===== src/rtl/cpu_trace_pkg.sv =====
// rtl/cpu_trace_pkg.sv - shared record layout, framing constants and capture states
package cpu_trace_pkg;

  localparam int REC_W   = 48;
  localparam int PC_OFF  = 40;
  localparam int OP_OFF  = 32;
  localparam int A_OFF   = 24;
  localparam int B_OFF   = 16;
  localparam int RES_OFF = 8;
  localparam int FLG_OFF = 0;

  localparam int FLAG_CARRY  = 0;
  localparam int FLAG_BORROW = 1;

  localparam int         FRAME_LEN      = 7;
  localparam logic [7:0] DEFAULT_HEADER = 8'hA5;

  typedef enum logic [1:0] {
    CAP_IDLE,
    CAP_ACK,
    CAP_HOLD
  } cap_state_e;

  // Byte idx of the frame built around rec: header first, flags last.
  function automatic logic [7:0] frame_byte(input logic [REC_W-1:0] rec,
                                            input logic [2:0]       idx,
                                            input logic [7:0]       header);
    logic [7:0] b;
    case (idx)
      3'd0:    b = header;
      3'd1:    b = rec[PC_OFF +: 8];
      3'd2:    b = rec[OP_OFF +: 8];
      3'd3:    b = rec[A_OFF +: 8];
      3'd4:    b = rec[B_OFF +: 8];
      3'd5:    b = rec[RES_OFF +: 8];
      default: b = rec[FLG_OFF +: 8];
    endcase
    return b;
  endfunction

endpackage


===== src/rtl/trace_fifo.sv =====
// rtl/trace_fifo.sv - synchronous record FIFO, combinational head read
module trace_fifo
  import cpu_trace_pkg::*;
#(
  parameter int WIDTH = REC_W,
  parameter int DEPTH = 4
) (
  input  logic                     clk,
  input  logic                     rst,
  input  logic                     push,
  input  logic                     pop,
  input  logic [WIDTH-1:0]         din,
  output logic [WIDTH-1:0]         dout,
  output logic                     full,
  output logic                     empty,
  output logic [$clog2(DEPTH):0]   count
);

  localparam int AW = $clog2(DEPTH);
  localparam int CW = AW + 1;

  logic [WIDTH-1:0] mem [DEPTH];
  logic [AW-1:0]    wr_ptr;
  logic [AW-1:0]    rd_ptr;

  always_ff @(posedge clk) begin
    if (push) mem[wr_ptr] <= din;
  end

  // DEPTH is a power of two, so pointers wrap by natural overflow.
  always_ff @(posedge clk or negedge rst) begin
    if (!rst) begin
      wr_ptr <= '0;
      rd_ptr <= '0;
      count  <= '0;
    end else begin
      if (push) wr_ptr <= wr_ptr + AW'(1);
      if (pop)  rd_ptr <= rd_ptr + AW'(1);
      case ({push, pop})
        2'b10:   count <= count + CW'(1);
        2'b01:   count <= count - CW'(1);
        default: count <= count;
      endcase
    end
  end

  assign dout  = mem[rd_ptr];
  assign full  = (count == CW'(DEPTH));
  assign empty = (count == '0);

endmodule


===== src/rtl/cpu_trace_buffer.sv =====
// rtl/cpu_trace_buffer.sv - captures cpu result records and streams them as framed bytes
module cpu_trace_buffer
  import cpu_trace_pkg::*;
#(
  parameter int         DEPTH   = 4,
  parameter int         HOLDOFF = 5,
  parameter logic [7:0] HEADER  = DEFAULT_HEADER
) (
  input  logic                   clk,
  input  logic                   rst,
  input  logic                   capture_en,
  input  logic                   result_ready,
  input  logic [7:0]             pc_out,
  input  logic [7:0]             opcode,
  input  logic [7:0]             operand_A_out,
  input  logic [7:0]             operand_B_out,
  input  logic [7:0]             result_out_cpu,
  input  logic                   carry_out_cpu,
  input  logic                   borrow_out_cpu,
  output logic                   next_out,
  output logic                   tx_valid,
  output logic [7:0]             tx_data,
  input  logic                   tx_ready,
  output logic [$clog2(DEPTH):0] fifo_count,
  output logic [15:0]            record_count
);

  localparam int HW = $clog2(HOLDOFF + 2);

  cap_state_e       state_q;
  cap_state_e       state_d;
  logic [HW-1:0]    hold_cnt;
  logic             push;
  logic             pop;
  logic             full;
  logic             empty;
  logic [REC_W-1:0] rec_in;
  logic [REC_W-1:0] rec_head;
  logic [REC_W-1:0] rec_cur;
  logic [2:0]       byte_idx;

  always_comb begin
    rec_in                          = '0;
    rec_in[PC_OFF +: 8]             = pc_out;
    rec_in[OP_OFF +: 8]             = opcode;
    rec_in[A_OFF +: 8]              = operand_A_out;
    rec_in[B_OFF +: 8]              = operand_B_out;
    rec_in[RES_OFF +: 8]            = result_out_cpu;
    rec_in[FLG_OFF + FLAG_CARRY]    = carry_out_cpu;
    rec_in[FLG_OFF + FLAG_BORROW]   = borrow_out_cpu;
  end

  // Full is sampled before any same-cycle pop, so a freed slot is only usable next edge.
  always_comb begin
    state_d = state_q;
    push    = 1'b0;
    case (state_q)
      CAP_IDLE: begin
        if (capture_en && result_ready && !full) begin
          push    = 1'b1;
          state_d = CAP_ACK;
        end
      end
      CAP_ACK:  state_d = CAP_HOLD;
      CAP_HOLD: begin
        if (hold_cnt <= HW'(1)) state_d = CAP_IDLE;
      end
      default:  state_d = CAP_IDLE;
    endcase
  end

  always_ff @(posedge clk or negedge rst) begin
    if (!rst) begin
      state_q      <= CAP_IDLE;
      hold_cnt     <= '0;
      record_count <= '0;
    end else begin
      state_q <= state_d;
      if (state_q == CAP_ACK)
        hold_cnt <= HW'(HOLDOFF);
      else if (state_q == CAP_HOLD && hold_cnt != '0)
        hold_cnt <= hold_cnt - HW'(1);
      if (push) record_count <= record_count + 16'd1;
    end
  end

  assign next_out = (state_q == CAP_ACK);

  trace_fifo #(
    .WIDTH (REC_W),
    .DEPTH (DEPTH)
  ) u_fifo (
    .clk   (clk),
    .rst   (rst),
    .push  (push),
    .pop   (pop),
    .din   (rec_in),
    .dout  (rec_head),
    .full  (full),
    .empty (empty),
    .count (fifo_count)
  );

  // Popping only while tx_valid is low guarantees an idle cycle between frames.
  assign pop = !tx_valid && !empty;

  always_ff @(posedge clk or negedge rst) begin
    if (!rst) begin
      tx_valid <= 1'b0;
      byte_idx <= '0;
      rec_cur  <= '0;
    end else if (pop) begin
      rec_cur  <= rec_head;
      byte_idx <= '0;
      tx_valid <= 1'b1;
    end else if (tx_valid && tx_ready) begin
      if (byte_idx == 3'(FRAME_LEN - 1)) begin
        tx_valid <= 1'b0;
        byte_idx <= '0;
      end else begin
        byte_idx <= byte_idx + 3'd1;
      end
    end
  end

  assign tx_data = tx_valid ? frame_byte(rec_cur, byte_idx, HEADER) : 8'h00;

endmodule

===== config.mk =====
export PLATFORM = sky130hd
export DESIGN_NAME = cpu_trace_buffer
export DESIGN_NICKNAME = d
export VERILOG_FILES = /design/src/rtl/cpu_trace_pkg.sv /design/src/rtl/trace_fifo.sv /design/src/rtl/cpu_trace_buffer.sv
export SDC_FILE = /design/constraint.sdc
export NUM_CORES = 1
export LEC_CHECK = 0
export BUFFER_PORTS_ARGS = -buffer_cell sky130_fd_sc_hd__buf_2
export CAP_MARGIN = 20
export CORE_MARGIN = 2
export CORE_UTILIZATION = 48
export DETAILED_ROUTE_END_ITERATION = 8
export PLACE_DENSITY = 0.7
export SLEW_MARGIN = 15
export SYNTH_ARGS = -nofsm -noshare
export SYNTH_HDL_FRONTEND = slang
export SYNTH_SLANG_ARGS = --single-unit

===== constraint.sdc =====
create_clock -name clk -period 4.2 [get_ports clk]
set_clock_uncertainty 0.2 [all_clocks]
set_input_delay 0.84 -clock clk [delete_from_list [all_inputs] [get_ports clk]]
set_output_delay 0.84 -clock clk [all_outputs]
set_load 0.005 [all_outputs]

==> results.py <==
metrics = {
    "logic_synthesis": {
        "synth_area_leaders": "edfxtp_1 (52%), dfrtp_1 (19%), mux4_2 (9.8%), mux2_2 (5.1%), xnor2_1 (1.4%)",
        "seq_area_frac_synth_pct": 71.17,
        "synthSimpleGateAreaFrac_pct": 4.790,
        "synth-seq-cells": 242,
        "yosysTopAreaCellShare_pct": 52.06,
        "syn_avg_cell_area_um2": 18.56,
        "synth_edf_count": 168,
        "synth_nets": 580,
        "muxShareOfSynthArea_pct": 15.30,
        "yosysTopAreaCell": "edfxtp_1",
        "yosysWarnings": 0,
        "synth_xor_area_share_pct": 1.898,
        "synth_flop_cell": "edfxtp_1",
        "async_flop_share_pct": 30.58,
        "synthAdderAreaFrac_pct": 1.498,
        "synth_cells": 522,
        "synth_compound_area_share_pct": 3.125,
        "syn_area_um2": 9691,
        "synth_top_family_by_area": "multiplexers",
        "yosysUniqueCellTypes": 54,
    },
    "detailed_routing": {
        "wl_met2_mm": 8.833,
        "wl_mm": 17.76,
        "avgViaCountPerCell": 5.467,
        "drc": 0,
        "wl_per_cell_um": 19.91,
        "routed.top_layer": "met4",
        "wl_met1_mm": 7.835,
        "vias": 4877,
        "first_iter_violations": 189,
        "wl_met3_um": 596,
        "dr.pass1.iters": 6,
        "drtAntennaViolNets": 0,
    },
    "clock_tree": {
        "worstSkewPairLatency_ps": 540,
        "cts_buffer_depth": 3,
        "cts_resized": 0,
        "ctsHoldBuffers": 0,
        "numClockSinks": 242,
        "htree_levels": 1,
        "cts_made_buffers": 24,
        "clk_pin_slew_ps": 60,
        "post_cts_buffers": 0,
        "cts_tree": "done",
        "cts_root_buffer": "clkbuf_16",
    },
    "final_layout": {
        "antenna_cells": 0,
        "layoutNonFillerInstCount": 892,
        "nNetsFinal": 667,
        "areaGrowthSynthToFinish_pct": 14.98,
        "drive_above_1_share_pct": 35.41,
        "regArea_um2": 6899,
        "num-fill-cells": 1558,
        "fin_util_pct": 56.69,
        "multiInputGateArea_um2": 2591,
    },
    "worst_setup_path": {
        "r2r-start": "u_fifo.count[0]$_DFFE_PN0P_",
        "ff2ff_setup_slack_ps": 1560,
        "arrival_ps": 2740,
        "rr_endpoint": "u_fifo.count[2]$_DFFE_PN0P_",
        "end_kind": "output port",
        "crit_fanout": 20,
        "path_class": "flip-flop to output port",
        "r2r_cells": 9,
        "start_kind": "flip-flop",
        "critPathLaunch": "byte_idx[2]$_DFFE_PN0P_",
        "critical_path_required_ps": 3160,
    },
    "place": {
        "portBuffers": 75,
        "dp.cells": 847,
        "dp_hpwl_mm": 11.87,
        "routabilityCongestion": 0.8195,
    },
    "grt": {
        "grt_max_degree": 75,
        "grt_usage_pct": 17.07,
        "grt_remaining_overflow": 0,
        "antenna_found_initial": 0,
        "grt_pass1_wl_mm": 28.55,
        "grt_pass1_vias": 5255,
    },
    "timing": {
        "final_hold_viol_count": 0,
        "fmax_mhz": 264.9,
        "slew_headroom_pct": 38.98,
        "rsz0062_at_grt": "false",
        "setup_violations": 0,
        "drv_slew": 0,
        "finalCriticalPeriod_ps": 3776,
        "setup-tns-final_ps": 0,
        "tightest_slew_ps": 915.3,
        "finalCritPeriodShare_pct": 89.90,
    },
    "run_status": {
        "outcome": "finished, final reports clean",
    },
    "power_and_ir_drop": {
        "pwr_density_cell_nw_per_um2": 657.5,
        "clock_power_share_pct": 28.2,
        "p_leak_nw": 4.076,
        "comb_power_share_pct": 25.2,
        "switchingPower_mw": 2.115,
        "swShare_pct": 28.88,
        "power_frac_seq_pct": 46.6,
        "intPower_mw": 5.210,
        "vdd_drop_max_uv": 389.0,
    },
    "flow_run": {
        "max_cap_viol_count": 0,
    },
    "floorplanning": {
        "start_util_pct": 49.31,
        "chipWidth_um": 146.1,
        "ios": 76,
        "die_area_um2": 21340,
        "core_um2": 19650,
        "num_rows": 51,
        "die_h_um": 146.1,
    },
    "hold_path": {
        "hold_path_class": "input port to async pin",
    },
}
cells in the final DEF, fill, tap and decap left out, types with 2 or more instances in the layout:
master / netlist / final
nor2_4: 1 / 2
a22o_1: 2 / 2
inv_1: 13 / 13
buf_12: 0 / 2
edfxtp_1: 168 / 168
and2_2: 0 / 4
xnor2_1: 16 / 16
buf_4: 4 / 10
mux2_2: 44 / 44
a221oi_1: 6 / 6
a222oi_1: 2 / 2
clkbuf_16: 0 / 24
nor2b_1: 5 / 5
dfrtp_2: 0 / 2
mux2i_1: 3 / 3
a32oi_1: 2 / 2
nand2_1: 20 / 20
nand4_1: 3 / 3
a21o_1: 3 / 3
a21oi_1: 6 / 6
and2_1: 6 / 2
o21ai_0: 9 / 9
a31oi_1: 2 / 2
o21ai_1: 4 / 4
ha_1: 10 / 10
clkinv_2: 0 / 3
xor2_1: 5 / 5
clkbuf_1: 8 / 9
o211ai_1: 2 / 2
mux4_2: 42 / 42
buf_2: 7 / 74
nand3_2: 2 / 2
nor4_4: 2 / 2
clkbuf_8: 0 / 5
dfrtp_1: 74 / 72
and3_1: 3 / 3
nand3_1: 8 / 8
nor2_1: 13 / 12
critical path: stages (launching register included):
cell and delay [ps]:
dfrtp_1 750, inv_1 200, ha_1 380, or3b_1 460, nand2_1 220, nor2_1 80
buf_2 130
cell usage after synthesis (3+ instances only):
library cell	n
xor2_1	5
clkbuf_1	8
o21ai_1	4
mux2i_1	3
and3_1	3
a221oi_1	6
edfxtp_1	168
mux2_2	44
nand2_1	20
nor2_1	13
nor2b_1	5
xnor2_1	16
o21ai_0	9
a21oi_1	6
ha_1	10
nand3_1	8
buf_6	6
a21o_1	3
dfrtp_1	74
buf_4	4
buf_2	7
nand4_1	3
inv_1	13
mux4_2	42
and2_1	6
area by class of cell:
class | instances | share of cell area, %
flip-flops and latches | 242 | 61.92
multi-input cells | 241 | 23.26
clock buffers | 38 | 6.311
repair buffers | 86 | 4.357
well taps | 265 | 2.976
clock inverters | 6 | 0.7075
inverters | 14 | 0.4716
cell families (layout without fill, tap and decap cells):
family / after synthesis / after routing
xor+xnor: 21 / 21
flops: 242 / 242
buf+inv: 39 / 144
mux: 90 / 90
compound gates: 44 / 44
simple gates: 75 / 75
fa+ha+maj: 11 / 11
power by group through the flow:
stage	Clock [mW]	Sequential (mW)	Combinational, mW
after floorplan	0	3.21	1.53
after global placement	0	3.51	1.75
after detailed placement	0	3.53	1.80
after CTS	2.12	3.49	1.81
after global routing	2.21	3.49	2.03
final	2.06	3.42	1.84
routing by layer:
metal	track usage, %	vias to the layer above
met5	0	-
li1	-	2211
met3	2.688	38
met4	4.951	0
met2	28.80	108
met1	23.30	2520
registers in the layout, summed over array words and instances (netlist names):
register,flops
u_fifo.mem,168
u_fifo.wr_ptr,2
record_count,16
state_q,2
u_fifo.rd_ptr,2
tx_valid,1
u_fifo.count,3
rec_cur,42
hold_cnt,3
byte_idx,3
metrics by stage:
step	area, µm²	power (mW)	setup WS [ps]	hold WS, ps
finish	11140	7.326	424.3	256.7
global route	11140	7.729	249.7	296.5
CTS	11120	7.409	427.4	281.2
detailed placement	10340	5.331	970.4	268.8
global placement	10340	5.259	1087	262.5
floorplan	9691	4.739	1248	268.2
worst max path at each step:
stage,slack [ps],to
floorplan,1250,u_fifo.mem[0][0]$_DFFE_PP_
global placement,1090,tx_data[3]
detailed placement,970,tx_data[7]
CTS,430,tx_data[7]
global route,250,tx_data[7]
finish,420,tx_data[7]
No activity file was read; power rests on OpenSTA's default activity.
